<file path="config.mk">
export PLATFORM = sky130hd
export DESIGN_NAME = layer_sequencer
export DESIGN_NICKNAME = d
export VERILOG_FILES = /design/src/rtl/layer_seq_pkg.sv /design/src/rtl/layer_seq_cnt.sv /design/src/rtl/layer_sequencer.sv
export SDC_FILE = /design/constraint.sdc
export NUM_CORES = 1
export LEC_CHECK = 0
export BUFFER_PORTS_ARGS = -buffer_cell sky130_fd_sc_hd__buf_4
export CAP_MARGIN = 20
export CORE_MARGIN = 5
export CORE_UTILIZATION = 40
export DETAILED_ROUTE_END_ITERATION = 8
export PLACE_DENSITY_LB_ADDON = 0.08
export SLEW_MARGIN = 25
export SYNTH_ARGS = -nofsm -noshare
export SYNTH_HDL_FRONTEND = slang
export SYNTH_HIERARCHICAL = 1
export SYNTH_SLANG_ARGS = --single-unit
</file>
<file path="constraint.sdc">
create_clock -name clk -period 4.1 [get_ports clk]
set_input_delay 0.205 -clock clk [delete_from_list [all_inputs] [get_ports clk]]
set_output_delay 0.205 -clock clk [all_outputs]
set_load 0.005 [all_outputs]
</file>
<file path="src/rtl/layer_seq_pkg.sv">
// Shared types and defaults for the layer sequencer.
// Optional build macro: LAYER_SEQ_BIAS_EN adds one bias slot in front of
// every neuron (weight read from the bias region, input address held).
package layer_seq_pkg;

  typedef enum logic [1:0] {
    IDLE  = 2'd0,
    RUN   = 2'd1,
    FLUSH = 2'd2,
    DONE  = 2'd3
  } state_e;

  localparam int DEF_N_IN  = 4;
  localparam int DEF_N_OUT = 3;
  localparam int DEF_AW    = 16;

`ifdef LAYER_SEQ_BIAS_EN
  localparam int BIAS_SLOTS = 1;
`else
  localparam int BIAS_SLOTS = 0;
`endif

  // Address slots issued per neuron (inputs plus optional bias slot).
  function automatic int slots_per_neuron(input int n_in);
    return n_in + BIAS_SLOTS;
  endfunction

endpackage

</file>
<file path="src/rtl/layer_seq_cnt.sv">
// Nested slot/neuron counter: k runs fastest over 0..K_N-1, j over 0..J_N-1.
// Terminal flags let the sequencer see the last slot of a neuron and the
// last neuron of the layer without extra comparators.
module layer_seq_cnt #(
  parameter int K_N = 4,
  parameter int J_N = 3,
  parameter int W   = 16
) (
  input  logic         clk,
  input  logic         rst,
  input  logic         clr_i,
  input  logic         en_i,
  output logic [W-1:0] k_o,
  output logic [W-1:0] j_o,
  output logic         k_last_o,
  output logic         j_last_o
);

  logic [W-1:0] k_q, k_d;
  logic [W-1:0] j_q, j_d;

  assign k_o      = k_q;
  assign j_o      = j_q;
  assign k_last_o = (k_q == W'(K_N - 1));
  assign j_last_o = (j_q == W'(J_N - 1));

  // Next count: clear wins, otherwise k wraps into a j increment.
  always_comb begin
    k_d = k_q;
    j_d = j_q;
    if (clr_i) begin
      k_d = '0;
      j_d = '0;
    end else if (en_i) begin
      if (k_last_o) begin
        k_d = '0;
        j_d = j_last_o ? '0 : j_q + W'(1);
      end else begin
        k_d = k_q + W'(1);
      end
    end
  end

  // Counter registers with synchronous reset.
  always_ff @(posedge clk) begin
    if (rst) begin
      k_q <= '0;
      j_q <= '0;
    end else begin
      k_q <= k_d;
      j_q <= j_d;
    end
  end

endmodule

</file>
<file path="src/rtl/layer_sequencer.sv">
// Layer sequencer for a multiply-accumulate neuron datapath.
// One pass issues an (input, weight) address pair per cycle for every
// neuron, then drives the accumulator one cycle later (1-cycle memory
// latency) and strobes the result write the cycle after each neuron's
// last accumulate. Optional build macro: LAYER_SEQ_BIAS_EN.
//
// Handshake: start is sampled only in IDLE; busy covers the whole pass
// including the pipeline flush; done is a single-cycle pulse with busy low.
// dbg_state_o exposes the FSM state for checkers.
module layer_sequencer
  import layer_seq_pkg::*;
#(
  parameter int N_IN  = DEF_N_IN,
  parameter int N_OUT = DEF_N_OUT,
  parameter int AW    = DEF_AW
) (
  input  logic          clk,
  input  logic          rst,
  input  logic          start,
  output logic          busy,
  output logic          done,
  output logic [AW-1:0] in_addr,
  output logic [AW-1:0] w_addr,
  output logic          acc_sel,
  output logic          acc_en,
  output logic [AW-1:0] out_idx,
  output logic          out_we,
  output logic [1:0]    dbg_state_o
);

  localparam int SLOTS = slots_per_neuron(N_IN);

  state_e state_q, state_d;

  logic          cnt_clr, cnt_en;
  logic [AW-1:0] k_cur, j_cur;
  logic          k_last, j_last;
  logic          run;

  // Issue stage: addresses presented to the memories.
  logic [AW-1:0] in_addr_q, in_addr_d;
  logic [AW-1:0] w_addr_q,  w_addr_d;
`ifdef LAYER_SEQ_BIAS_EN
  // Next data-weight address; bias slots borrow w_addr from the bias region.
  logic [AW-1:0] wd_q, wd_d;
`endif

  // Accumulate stage: one cycle behind the issue stage.
  logic          acc_en_q,   acc_en_d;
  logic          acc_sel_q,  acc_sel_d;
  logic          s1_last_q,  s1_last_d;
  logic          s1_final_q, s1_final_d;
  logic [AW-1:0] s1_j_q,     s1_j_d;

  // Write stage: one cycle behind the accumulate stage.
  logic          out_we_q,    out_we_d;
  logic          out_final_q, out_final_d;
  logic [AW-1:0] out_idx_q,   out_idx_d;

  layer_seq_cnt #(
    .K_N (SLOTS),
    .J_N (N_OUT),
    .W   (AW)
  ) u_cnt (
    .clk      (clk),
    .rst      (rst),
    .clr_i    (cnt_clr),
    .en_i     (cnt_en),
    .k_o      (k_cur),
    .j_o      (j_cur),
    .k_last_o (k_last),
    .j_last_o (j_last)
  );

  assign run         = (state_q == RUN);
  assign busy        = (state_q == RUN) || (state_q == FLUSH);
  assign done        = (state_q == DONE);
  assign in_addr     = in_addr_q;
  assign w_addr      = w_addr_q;
  assign acc_en      = acc_en_q;
  assign acc_sel     = acc_sel_q;
  assign out_we      = out_we_q;
  assign out_idx     = out_idx_q;
  assign dbg_state_o = state_q;

  // FSM next state and counter control.
  always_comb begin
    state_d = state_q;
    cnt_clr = 1'b0;
    cnt_en  = 1'b0;
    case (state_q)
      IDLE: begin
        if (start) begin
          state_d = RUN;
          cnt_clr = 1'b1;
        end
      end
      RUN: begin
        if (k_last && j_last) state_d = FLUSH;
        else                  cnt_en  = 1'b1;
      end
      FLUSH: begin
        if (out_we_q && out_final_q) state_d = DONE;
      end
      DONE:    state_d = IDLE;
      default: state_d = IDLE;
    endcase
  end

  // Address generation: the registers always hold the slot the counter is on.
  always_comb begin
    in_addr_d = in_addr_q;
    w_addr_d  = w_addr_q;
`ifdef LAYER_SEQ_BIAS_EN
    wd_d = wd_q;
    if (cnt_clr) begin
      w_addr_d = AW'(N_IN * N_OUT);
      wd_d     = '0;
    end else if (cnt_en) begin
      if (k_last) begin
        w_addr_d = AW'(N_IN * N_OUT) + j_cur + AW'(1);
      end else begin
        in_addr_d = (k_cur == '0) ? '0 : in_addr_q + AW'(1);
        w_addr_d  = wd_q;
        wd_d      = wd_q + AW'(1);
      end
    end
`else
    if (cnt_clr) begin
      in_addr_d = '0;
      w_addr_d  = '0;
    end else if (cnt_en) begin
      in_addr_d = k_last ? '0 : in_addr_q + AW'(1);
      w_addr_d  = w_addr_q + AW'(1);
    end
`endif
  end

  // Pipeline controls: accumulate follows issue, write follows the last accumulate.
  always_comb begin
    acc_en_d    = run;
    acc_sel_d   = run && (k_cur != '0);
    s1_last_d   = run && k_last;
    s1_final_d  = run && k_last && j_last;
    s1_j_d      = run ? j_cur : s1_j_q;
    out_we_d    = acc_en_q && s1_last_q;
    out_final_d = acc_en_q && s1_final_q;
    out_idx_d   = (acc_en_q && s1_last_q) ? s1_j_q : out_idx_q;
  end

  // State register.
  always_ff @(posedge clk) begin
    if (rst) state_q <= IDLE;
    else     state_q <= state_d;
  end

  // Datapath registers; reset also discards anything in flight.
  always_ff @(posedge clk) begin
    if (rst) begin
      in_addr_q   <= '0;
      w_addr_q    <= '0;
      acc_en_q    <= 1'b0;
      acc_sel_q   <= 1'b0;
      s1_last_q   <= 1'b0;
      s1_final_q  <= 1'b0;
      s1_j_q      <= '0;
      out_we_q    <= 1'b0;
      out_final_q <= 1'b0;
      out_idx_q   <= '0;
    end else begin
      in_addr_q   <= in_addr_d;
      w_addr_q    <= w_addr_d;
      acc_en_q    <= acc_en_d;
      acc_sel_q   <= acc_sel_d;
      s1_last_q   <= s1_last_d;
      s1_final_q  <= s1_final_d;
      s1_j_q      <= s1_j_d;
      out_we_q    <= out_we_d;
      out_final_q <= out_final_d;
      out_idx_q   <= out_idx_d;
    end
  end

`ifdef LAYER_SEQ_BIAS_EN
  // Data-weight counter used only when bias slots are interleaved.
  always_ff @(posedge clk) begin
    if (rst) wd_q <= '0;
    else     wd_q <= wd_d;
  end
`endif

endmodule

</file>
### Yosys cells after proc, flatten, opt, wreduce, memory -nomap -nowiden

Index checks and enable logic that the tools add are counted.

| word-level totals | value |
|---|---|
| register bits after elaboration | 104 |
| input port bits | 3 |
| output and inout bits | 55 |
| logic and storage cells | 49 |

| cells by class | value |
|---|---|
| add/subtract/negate cells | 4 |
| equality and inequality tests | 8 |
| mux-type cells | 11 |
| reduce and logical (&&, ||, !) cells | 13 |

Operators by type and width:

| cell | count |
|---|---|
| adder 16 x 1 -> 16 bit (second input constant) | 4 |
| two-way mux 16 bit | 3 |
| == test 16 x 2 -> 1 bit (second input constant) | 2 |
| nonzero test 16 bit | 1 |
| case mux 2 bit (4 select lines) | 1 |
| logical AND 1 bit | 7 |
| two-way mux 2 bit | 3 |
| == test 2 bit (second input constant) | 2 |
| two-way mux 1 bit | 4 |
| != test 2 x 1 -> 1 bit (second input constant) | 2 |
| AND reduction 3 bit | 1 |
| == test 2 x 1 -> 1 bit (second input constant) | 1 |
| logical NOT 2 bit | 1 |
| != test 2 bit (second input constant) | 1 |
| AND reduction 2 bit | 1 |
| OR reduction 2 bit | 1 |
| logical OR 1 bit | 1 |

### Depth between registers and ports, before layout

| logic depth | value |
|---|---|
| word-level depth | 5 |
| mapped depth | 14 |
| depth with buffers taken out | 11 |

### Cells and area by module

The synthesis kept the hierarchy.

Modules (own cells, without submodules):

| module | times used | cells an instance | area an instance (µm²) | seq. area each (µm²) |
|---|---|---|---|---|
| layer_sequencer | 1 | 332 | 2906.5 | 1441.4 |
| layer_seq_cnt | 1 | 189 | 1654.1 | 640.6 |

### Worst setup path before layout

Ideal clock, no wire load.

| path | value |
|---|---|
| kind | register to register |
| from | register u_cnt.k_q[0], in the netlist u_cnt/k_o[0] |
| to | register u_cnt.k_q[10], in the netlist u_cnt/k_o[10] |
| library setup time | 128 ps |
| data arrival time | 2944 ps |
| data required time | 3972 ps |
| path slack | 1028 ps |
| stages on the path, launching flop included | 15 |
| buffers on the path | 4 |
| period minus slack after synthesis | 3072 ps |
| cells stage by stage | dfxtp_1 > ha_1 > nor4b_2 > nand3_2 > nor3_1 > a21bo_2 > inv_1 > buf_1 > clkbuf_8 > nor4b_1 > nand4_1 > nand2_1 > clkbuf_1 > buf_1 > nor2_1 |

| between the ends | value |
|---|---|
| cells in the longest elaborated chain, start to end | 4 |
| elaborated cells between the ends (all ways) | 6 |
| those cells by class | add/sub: 1; eq/ne: 1; mux: 3; reduce/logical: 1 |

RTL lines:

| what | RTL line | RTL |
|---|---|---|
| from (decl) | layer_seq_cnt.sv:19 | `logic [W-1:0] k_q, k_d;` |
| from (signal assigned) | layer_seq_cnt.sv:50 | `k_q <= k_d;` |
| == test 16 x 2 -> 1 bit | layer_seq_cnt.sv:24 | `assign k_last_o = (k_q == W'(K_N - 1));` |
| net k_last | layer_sequencer.sv:37 | `logic k_last, j_last;` |
| logical AND 1 bit | layer_sequencer.sv:99 | `if (k_last && j_last) state_d = FLUSH;` |
| two-way mux 1 bit | layer_sequencer.sv:99 |  |
| two-way mux 1 bit | layer_sequencer.sv:91 | `case (state_q)` |
| net cnt_en | layer_sequencer.sv:35 | `logic cnt_clr, cnt_en;` |

The timed path passes the listed nets, and every way through them passes these cells.
A chain may end at the register's enable or synchronous reset.

### Worst setup path in the final report

| path | value |
|---|---|
| from | register u_cnt.k_q[0], in the netlist u_cnt/k_o[0] |
| to | register u_cnt.j_q[7], in the netlist u_cnt/j_o[7] |

| between the ends | value |
|---|---|
| cells in the longest elaborated chain, start to end | 5 |

RTL lines:

| what | RTL line | RTL |
|---|---|---|
| == test 16 x 2 -> 1 bit (*) | layer_seq_cnt.sv:24 |  |
| net k_last | layer_sequencer.sv:37 |  |
| logical AND 1 bit | layer_sequencer.sv:99 |  |
| two-way mux 1 bit | layer_sequencer.sv:99 |  |
| two-way mux 1 bit | layer_sequencer.sv:91 |  |
| AND reduction 2 bit (no source line) (*) | - |  |
| to (signal assigned) | layer_seq_cnt.sv:51 | `j_q <= j_d;` |
| to (decl) | layer_seq_cnt.sv:20 | `logic [W-1:0] j_q, j_d;` |

Mark *: on every way through the listed nets, which the timed path passes. The rest lies on a longest branch.

==> impl_metrics.csv <==
group,metric,value,unit
sta,skew,0.008137,ns
job,max_cap_violations,0,
global_routing,antenna_found_initial,0,
worst_hold_path,hold_class,"in -> reg",
pwr,power-per-cell-area,424.5,mW/mm^2
global_routing,grt_first_pass_wirelength,16.93,mm
clock_network,clkTransAtPathRegs,0.07,ns
route,viasPerCell,5.168,
clock_network,cts_resized,0,
global_routing,overflow,0,
layout,layout.nets,586,
worst_setup_path,path_max_fanout,15,
sta,rsz0062_at_grt,"no",
route,drt_iter0_drc,224,
worst_setup_path,slowest_delay,0.46,ns
route,wl_per_cell,13.93,um
place,placed_cells,705,
synthesis,synth_cell_types,53,
clock_network,cts_sinks,104,
global_routing,grt_use_met1,0.2180,
sta,tns,0,ns
sta,setup_slack,0.6969,ns
place,hpwl,7.079,mm
clock_network,cts_buffers,9,
global_routing,grt_use_met3,0.03959,
worst_setup_path,cp.required,4.34,ns
floorplan,core,0.01132,mm^2
clock_network,htreeDepth,3,
clock_network,cts_tree,"built",
sta,setup_viol,0,
clock_network,cts_setup_buffers,0,
clock_network,clock_latency,0.35,ns
global_routing,grt_usage,0.1547,
floorplan,fp.dieArea,0.01364,mm^2
floorplan,die_y,116.8,um
sta,post-route-period-util,0.8300,
layout,drive_gt1_frac,0.1730,
route,vias,3726,
worst_setup_path,endpoint_kind,"register",
sta,max-slew-margin-rel,0.4277,
layout,diodes,0,
pwr,p_leak,1.963,nW
synthesis,avgSynthCellArea,8.754,um^2
route,drtPass1Iterations,4,
global_routing,top_usage_layer,"met2",
layout,area_growth,18.22,%
place,dpl-instance-area,0.005111,mm^2
pwr,peakVddDrop,206.0,uV
route,ant_nets,0,
synthesis,synth_edf_count,0,
synthesis,synth_ff_type,"dfxtp_1",
synthesis,yosysSeqAreaShare,0.4565,
worst_setup_path,criticalPathCategory,"reg -> reg",
sta,whs,0.2619,ns
synthesis,async_reset_ff_frac,0,
place,portBuffers,57,
synthesis,postSynthNetCount,534,
sta,hold_violations,0,
clock_network,cts_hold_buf,0,
synthesis,netlist_instances,521,
synthesis,synth_area,0.004561,mm^2
worst_setup_path,startpoint_type,"register",
global_routing,grt_max_degree,43,
worst_setup_path,arrival,3.64,ns
worst_setup_path,cp_slowest_cell,"nor3_1",
floorplan,io_pins,58,
floorplan,die_x,116.8,um
synthesis,ys_seq_elements,104,
layout,fin_cells,721,
sta,slew_violations,0,
clock_network,root_buffer,"clkbuf_16",
global_routing,grt_pass1_vias,3451,
clock_network,clock_path_buffers,2,
sta,worst_slew_pin_slew,0.8520,ns
place,globalplace.congestion,0.8001,
synthesis,yosysWarnings,6,
status,status,"completed",
floorplan,start_util,0.4029,
sta,fmax,293.9,MHz
worst_setup_path,path_cells,"ha_1 -> nor4b_2 -> nand3_2 -> nor3_1 -> a21bo_2 -> inv_1 -> buf_4 -> and3_1 -> and4b_1 -> nand3_1 -> xor2_1 -> nor2_1",
layout,final_area,0.005391,mm^2
floorplan,rows,39,
place,place_ws,0.6950,ns
sta,fin_crit,3.403,ns
global_routing,use_met2,0.2290,
route,drc,0,
route,routed_wl,10.05,mm
-- logic make-up (layout without fill, tap and decap cells) --
logic type                 after synthesis  after routing  share of synthesized area
xor gates and xnor gates                41             41                    0.07874
DFF                                    104            104                     0.4565
buffers and inverters                   31             88                    0.02798
muxes                                   18             18                    0.03951
adders and majority gates               10             10                    0.02743
and+or+nand+nor                        256            256                     0.2927
AOI/OAI and AO/OA                       61             61                    0.07709
-- where the power goes --
part,switching [mW],internal [mW]
clock network,0.404,0.417
registers,0.0317,1.03
logic,0.239,0.163
-- area by class of cell --
cell class | instances | area, um^2
inverters | 11 | 41.29
repair buffers | 61 | 457.9
clock inverters | 7 | 55.05
multi-input cells | 386 | 2351
well taps | 143 | 178.9
flip-flops and latches | 104 | 2082
clock buffers | 9 | 225.2
fillers | 1091 | 5929
-- cell usage after synthesis (2+ instances only) --
cell type | n | area share
nor4b_1 | 2 | 0.0038
and3_2 | 2 | 0.0033
nor2_2 | 2 | 0.0027
nor4_2 | 3 | 0.0082
nand3_1 | 23 | 0.025
and2_1 | 7 | 0.0096
nor3_1 | 11 | 0.012
or4_4 | 3 | 0.0074
mux2i_1 | 18 | 0.040
clkbuf_1 | 14 | 0.012
a21oi_1 | 36 | 0.040
nand4_1 | 18 | 0.025
nor2b_1 | 2 | 0.0027
buf_1 | 4 | 0.0033
nand2_1 | 62 | 0.051
ha_1 | 10 | 0.027
and4_1 | 7 | 0.013
dfxtp_1 | 104 | 0.46
o31ai_1 | 2 | 0.0033
or3_1 | 12 | 0.016
and3_1 | 6 | 0.0082
inv_1 | 11 | 0.0091
xor2_1 | 25 | 0.048
nor2_1 | 71 | 0.058
o21ai_0 | 12 | 0.013
nor4_1 | 9 | 0.012
or2_2 | 3 | 0.0041
or4_1 | 2 | 0.0033
xnor2_1 | 16 | 0.031
-- metal layers --
metal	share of wire	up-vias	routed length [um]
met5	0	-	0
met4	0.014	0	137
met3	0.042	11	417
met2	0.44	62	4395
met1	0.51	1734	5095
li1	-	1919	-
-- through the flow --
stage,total power [mW],utilization
final,2.289,0.4762
after global routing,2.414,0.4762
after CTS,2.321,0.4762
after detailed placement,1.494,0.4515
after global placement,1.487,0.4515
after floorplan,1.376,-
-- state kept, by name (all words and copies together) (netlist names) --
register     flops
w_addr          16
s1_j_q          16
u_cnt/j_o       16
s1_last_q        1
out_idx         16
in_addr         16
s1_final_q       1
out_we           1
u_cnt/k_o       16
acc_sel          1
acc_en           1
out_final_q      1
dbg_state_o      2
-- critical path, delay by kind of cell, from the launching register on --
family	cells	cell delay, ns
buffers and inverters	2	0.44
AOI/OAI and AO/OA	1	0.36
DFF	1	0.39
and+or+nand+nor	7	1.70
xor gates and xnor gates	1	0.17
adders and majority gates	1	0.22
-- layout by cell type (no fill, tap or decap), drive strengths merged, types with 9 or more instances in the layout --
cell type | synthesis | final
nand4 | 18 | 18
mux2i | 18 | 18
buf | 5 | 61
inv | 11 | 13
nand3 | 24 | 24
or3 | 12 | 12
nor3 | 12 | 12
nor4 | 12 | 12
xor2 | 25 | 25
nor2 | 73 | 73
a21oi | 37 | 37
xnor2 | 16 | 16
ha | 10 | 10
nand2 | 63 | 63
o21ai | 13 | 13
clkbuf | 15 | 9
dfxtp | 104 | 104
-- worst paths after layout --
kind	from	end	slack [ns]	cells after the start
setup reg to reg	u_cnt/k_o[0]	u_cnt/j_o[7]	0.70	12
hold reg to reg	s1_final_q	out_final_q	0.42	2
setup / recovery	u_cnt/k_o[0]	u_cnt/j_o[7]	0.70	12
hold / removal	rst	s1_j_q[7]	0.26	2
No activity file was read; power rests on OpenSTA's default activity.
